===== src/rtl/universal_shift_reg_if.sv =====
// Universal shift register bus: control/data in, register state out.
// The master drives operations, the slave (the register) reports state.
interface universal_shift_reg_if #(
    parameter int WIDTH = 8
);
    localparam int CW = $clog2(WIDTH);

    logic             en;
    logic [2:0]       mode;
    logic             ser_in_r;
    logic             ser_in_l;
    logic [WIDTH-1:0] par_in;
    logic [WIDTH-1:0] q;
    logic             ser_out_r;
    logic             ser_out_l;
    logic [CW-1:0]    bit_cnt;
    logic             frame_done;

    modport master (
        output en, mode, ser_in_r, ser_in_l, par_in,
        input  q, ser_out_r, ser_out_l, bit_cnt, frame_done
    );

    modport slave (
        input  en, mode, ser_in_r, ser_in_l, par_in,
        output q, ser_out_r, ser_out_l, bit_cnt, frame_done
    );
endinterface


===== src/rtl/universal_shift_reg.sv =====
// Parametrised universal shift register with shift counter and
// frame-complete pulse, usable as a WIDTH-bit deserialiser.
module universal_shift_reg #(
    parameter int WIDTH = 8,
    parameter int CW    = $clog2(WIDTH)
) (
    input  logic                 clk_2,
    input  logic                 reset,
    universal_shift_reg_if.slave bus
);
    localparam logic [2:0] M_HOLD  = 3'b000;
    localparam logic [2:0] M_SHR   = 3'b001;
    localparam logic [2:0] M_SHL   = 3'b010;
    localparam logic [2:0] M_ROR   = 3'b011;
    localparam logic [2:0] M_ROL   = 3'b100;
    localparam logic [2:0] M_LOAD  = 3'b101;
    localparam logic [2:0] M_CLEAR = 3'b110;
    localparam logic [2:0] M_ASR   = 3'b111;

    localparam logic [CW-1:0] CNT_LAST = CW'(WIDTH - 1);

    logic [WIDTH-1:0] q_r;
    logic [WIDTH-1:0] q_nxt;
    logic [CW-1:0]    cnt_r;
    logic             done_r;
    logic             is_shift;
    logic             cnt_zero;

    // Next register value and counter action for the selected mode
    always_comb begin
        q_nxt    = q_r;
        is_shift = 1'b0;
        cnt_zero = 1'b0;
        unique case (bus.mode)
            M_HOLD:  q_nxt = q_r;
            M_SHR: begin
                q_nxt    = {bus.ser_in_r, q_r[WIDTH-1:1]};
                is_shift = 1'b1;
            end
            M_SHL: begin
                q_nxt    = {q_r[WIDTH-2:0], bus.ser_in_l};
                is_shift = 1'b1;
            end
            M_ROR: begin
                q_nxt    = {q_r[0], q_r[WIDTH-1:1]};
                is_shift = 1'b1;
            end
            M_ROL: begin
                q_nxt    = {q_r[WIDTH-2:0], q_r[WIDTH-1]};
                is_shift = 1'b1;
            end
            M_LOAD: begin
                q_nxt    = bus.par_in;
                cnt_zero = 1'b1;
            end
            M_CLEAR: begin
                q_nxt    = '0;
                cnt_zero = 1'b1;
            end
            M_ASR: begin
                q_nxt    = {q_r[WIDTH-1], q_r[WIDTH-1:1]};
                is_shift = 1'b1;
            end
        endcase
    end

    // Register, shift counter and one-cycle frame pulse
    always_ff @(posedge clk_2) begin
        if (reset) begin
            q_r    <= '0;
            cnt_r  <= '0;
            done_r <= 1'b0;
        end else if (!bus.en) begin
            done_r <= 1'b0;
        end else begin
            q_r    <= q_nxt;
            done_r <= 1'b0;
            if (cnt_zero) begin
                cnt_r <= '0;
            end else if (is_shift) begin
                if (cnt_r == CNT_LAST) begin
                    cnt_r  <= '0;
                    done_r <= 1'b1;
                end else begin
                    cnt_r <= cnt_r + 1'b1;
                end
            end
        end
    end

    assign bus.q          = q_r;
    assign bus.ser_out_r  = q_r[0];
    assign bus.ser_out_l  = q_r[WIDTH-1];
    assign bus.bit_cnt    = cnt_r;
    assign bus.frame_done = done_r;
endmodule


===== src/flat_wrapper.sv =====
// flat-port wrapper written by rule: the top's interface ports become plain ports
module universal_shift_reg_flat 
#(
    parameter int WIDTH = 8,
    parameter int CW    = $clog2(WIDTH)
)
  (clk_2, reset, bus_en, bus_mode, bus_ser_in_r, bus_ser_in_l, bus_par_in, bus_q, bus_ser_out_r, bus_ser_out_l, bus_bit_cnt, bus_frame_done);
  universal_shift_reg_if #(.WIDTH(WIDTH)) bus_i ();
  input  logic clk_2;
  input  logic reset;
  input wire logic [$bits(bus_i.en)-1:0] bus_en;
  input wire logic [$bits(bus_i.mode)-1:0] bus_mode;
  input wire logic [$bits(bus_i.ser_in_r)-1:0] bus_ser_in_r;
  input wire logic [$bits(bus_i.ser_in_l)-1:0] bus_ser_in_l;
  input wire logic [$bits(bus_i.par_in)-1:0] bus_par_in;
  output wire logic [$bits(bus_i.q)-1:0] bus_q;
  output wire logic [$bits(bus_i.ser_out_r)-1:0] bus_ser_out_r;
  output wire logic [$bits(bus_i.ser_out_l)-1:0] bus_ser_out_l;
  output wire logic [$bits(bus_i.bit_cnt)-1:0] bus_bit_cnt;
  output wire logic [$bits(bus_i.frame_done)-1:0] bus_frame_done;
  assign bus_i.en = bus_en;
  assign bus_i.mode = bus_mode;
  assign bus_i.ser_in_r = bus_ser_in_r;
  assign bus_i.ser_in_l = bus_ser_in_l;
  assign bus_i.par_in = bus_par_in;
  assign bus_q = bus_i.q;
  assign bus_ser_out_r = bus_i.ser_out_r;
  assign bus_ser_out_l = bus_i.ser_out_l;
  assign bus_bit_cnt = bus_i.bit_cnt;
  assign bus_frame_done = bus_i.frame_done;
  universal_shift_reg #(.WIDTH(WIDTH), .CW(CW)) u_core (.clk_2(clk_2), .reset(reset), .bus(bus_i));
endmodule

===== config.mk =====
export PLATFORM = sky130hd
export DESIGN_NAME = universal_shift_reg_flat
export DESIGN_NICKNAME = d
export VERILOG_FILES = /design/src/rtl/universal_shift_reg_if.sv /design/src/rtl/universal_shift_reg.sv /design/src/flat_wrapper.sv
export SDC_FILE = /design/constraint.sdc
export NUM_CORES = 1
export LEC_CHECK = 0
export CORE_MARGIN = 3
export CORE_UTILIZATION = 55
export CTS_CLUSTER_SIZE = 30
export DETAILED_ROUTE_END_ITERATION = 8
export DONT_BUFFER_PORTS = 1
export HOLD_SLACK_MARGIN = 0.06
export PLACE_DENSITY = 0.67
export SYNTH_ARGS = -nofsm -noshare
export SYNTH_HDL_FRONTEND = slang
export SYNTH_SLANG_ARGS = --single-unit

===== constraint.sdc =====
create_clock -name clk_2 -period 3.41 [get_ports clk_2]
set_clock_uncertainty 0.15 [all_clocks]
set_input_delay 0.682 -clock clk_2 [delete_from_list [all_inputs] [get_ports clk_2]]
set_output_delay 0.682 -clock clk_2 [all_outputs]
set_load 0.01 [all_outputs]

==> results.yml <==
clock_tree:
  cts_hold_buf: 0
  cts.path.max_buffers: 2
  clock_latency_ns: 0.27
  numCtsBuffers: 3
  ctsResizeCount: 0
  cts-root-buf: "clkbuf_4"
  cts_tree: "done"
  path_clk_slew_ns: 0.08
  postCtsSetupBuffers: 0
  htreeDepth: 1
  clkSinkCount: 12
logic_synthesis:
  yosysTopAreaCell: "dfxtp_1"
  async_reset_ff_frac: 0
  synth-seq-cells: 12
  synth.area.top_cells: "dfxtp_1 32%, mux2_4 9.9%, a221oi_1 6.9%"
  syn_nets: 96
  netlist_area_um2: 759
  synth_top_area_frac: 0.316
  syn_avg_cell_area_um2: 9.74
  yosys_warnings: 0
  syn_inst: 78
  ys_seq_area_frac: 0.316
  synth_cell_types: 34
  synth_edf_count: 0
  synth_ff_type: "dfxtp_1"
timing:
  period_minus_slack_ns: 1.69
  fin_crit_sh: 0.495
  finalSetupViolCount: 0
  fin_ws_ns: 1.72
  max_slew_margin: 0.703
  slew_viol_final: 0
  max_freq_ghz: 0.592
  hold_slack_ns: 0.311
  fin_tns_setup_ns: 0
  hold_violations: 0
  rsz0062_at_grt: "false"
  worst_slew_pin_slew_ns: 0.444
routing:
  wire_per_inst_um: 17.3
  via_count: 560
  drtAntennaViolNets: 0
  drcViolationCount: 0
  viasPerCell: 6.36
  wirelength_um: 1520
  drt_iter0_drc: 12
  first_pass_iters: 4
power_and_ir_drop:
  combPwrFrac: 0.147
  clock_power_share: 0.350
  p_int_uw: 240
  p_sw_uw: 83.1
  irDropWorstVdd_mv: 0.234
  swShare: 0.257
  p_leak_nw: 0.290
  p_total_uw: 323
  seq_power_share: 0.503
  powerDensity_nw_per_um2: 432
place:
  pre_cts_ws_ns: 1.45
  dp.cells: 84
  hpwlAfterDp_um: 1140
  placed_cell_area_um2: 711
  gp_congestion: 0.761
  io_buffers: 0
flow_run:
  maxCapViolations: 0
floorplan:
  boundaryPins: 30
  dieHeight_um: 43.2
  die-area_um2: 1860
  num_rows: 12
  die_w_um: 43.2
  core_um2: 1200
  initial_core_util: 0.632
global_routing:
  antenna_found_initial: 0
  grt_max_degree: 17
  overflow: 0
  grt_pass1_wl_um: 2580
  grt_use_total: 0.182
  grt_pass1_vias: 587
final_layout:
  fin_util: 0.622
  instances_no_fill: 88
  final_common_cell: "dfxtp_1"
  antenna_cells: 0
  drive_above_1_share: 0.230
  final_area_um2: 747
  final_cell_mix: "12 x dfxtp_1, 10 x nor2_1, 6 x a221oi_1"
  final_nets: 93
  areaGrowthSynthToFinish_pct: -1.65
worst_setup_path:
  worst_path_max_delay_cell: "mux2_4"
  crit_buf_inv: 0
  worstPathRequired_ns: 3.42
  crit_type: "in2reg"
  crit_chain: "nor2b_4, mux2_4, a221oi_1, nor3_1"
  cp-start-kind: "primary input"
  cpLargestDelayFamily: "simple AND/OR/NAND/NOR gates"
  worstPathArrival_ns: 1.70
  path_max_fanout: 10
  cp_slowest_stage_delay_ns: 0.34
  setup.worst_path.end_class: "flop"
worst_hold_path:
  hp-class: "in2reg"
status:
  status: "finished clean"
worst paths after layout:
| path | cells past startpoint | slack (ns) | end | start |
|---|---|---|---|---|
| setup / recovery | 4 | 1.72 | u_core.bus.q[3] | bus_mode[2] |
| hold / removal | 1 | 0.31 | u_core.bus.q[0] | reset |
| setup reg to reg | 3 | 1.99 | u_core.bus.q[6] | u_core.bus.q[7] |
| hold reg to reg | 2 | 0.41 | u_core.bus.q[6] | u_core.bus.q[5] |
state kept, by name, summed over array words and instances (netlist names):
| name | cells |
|---|---|
| u_core.bus.q | 8 |
| u_core.bus.bit_cnt | 3 |
| u_core.bus.frame_done | 1 |
metal layers:
metal,GRT usage,share of wire
met1,0.218,0.46
met5,0,0
met3,0.0805,0.085
met2,0.277,0.44
met4,0.0783,0.012
cell families after synthesis:
family,after synthesis,synth area share
multiplexers,6,0.112
AO/OA/AOI/OAI,23,0.267
buffers and inverters,10,0.0972
flip-flops,12,0.316
AND/OR/NAND/NOR,24,0.163
XOR/XNOR,1,0.0115
adder cells (fa/ha/maj),2,0.0329
worst reg2reg max path: stages (launching register included):
cell	delay [ns]
dfxtp_1	0.47
inv_1	0.11
o31a_2	0.35
a311oi_1	0.25
area by class of cell:
class	instances	area, µm²
fillers	98	454
multi-input cells	56	445
inverters	2	7.51
flip-flops and latches	12	240
clock buffers	4	36.3
well taps	14	17.5
cells in the mapped netlist, types with 2 or more instances:
| cell | count |
|---|---|
| nand2_1 | 2 |
| a31oi_1 | 2 |
| nor3_1 | 5 |
| a21oi_2 | 2 |
| a22o_1 | 3 |
| o31a_2 | 2 |
| a221oi_1 | 6 |
| buf_4 | 2 |
| dfxtp_1 | 12 |
| ha_1 | 2 |
| nor2_1 | 10 |
| mux2_4 | 5 |
| buf_6 | 2 |
| inv_1 | 2 |
| nand2b_1 | 2 |
power groups by stage:
| stage | logic [mW] | registers, mW | clock network (mW) |
|---|---|---|---|
| global placement | 0.0464 | 0.166 | 0 |
| finish | 0.0475 | 0.162 | 0.113 |
| global route | 0.0531 | 0.164 | 0.121 |
| CTS | 0.0477 | 0.163 | 0.116 |
| detailed placement | 0.0475 | 0.166 | 0 |
| floorplan | 0.0559 | 0.162 | 0 |
Note: power is estimated with default switching activity, not from simulation.
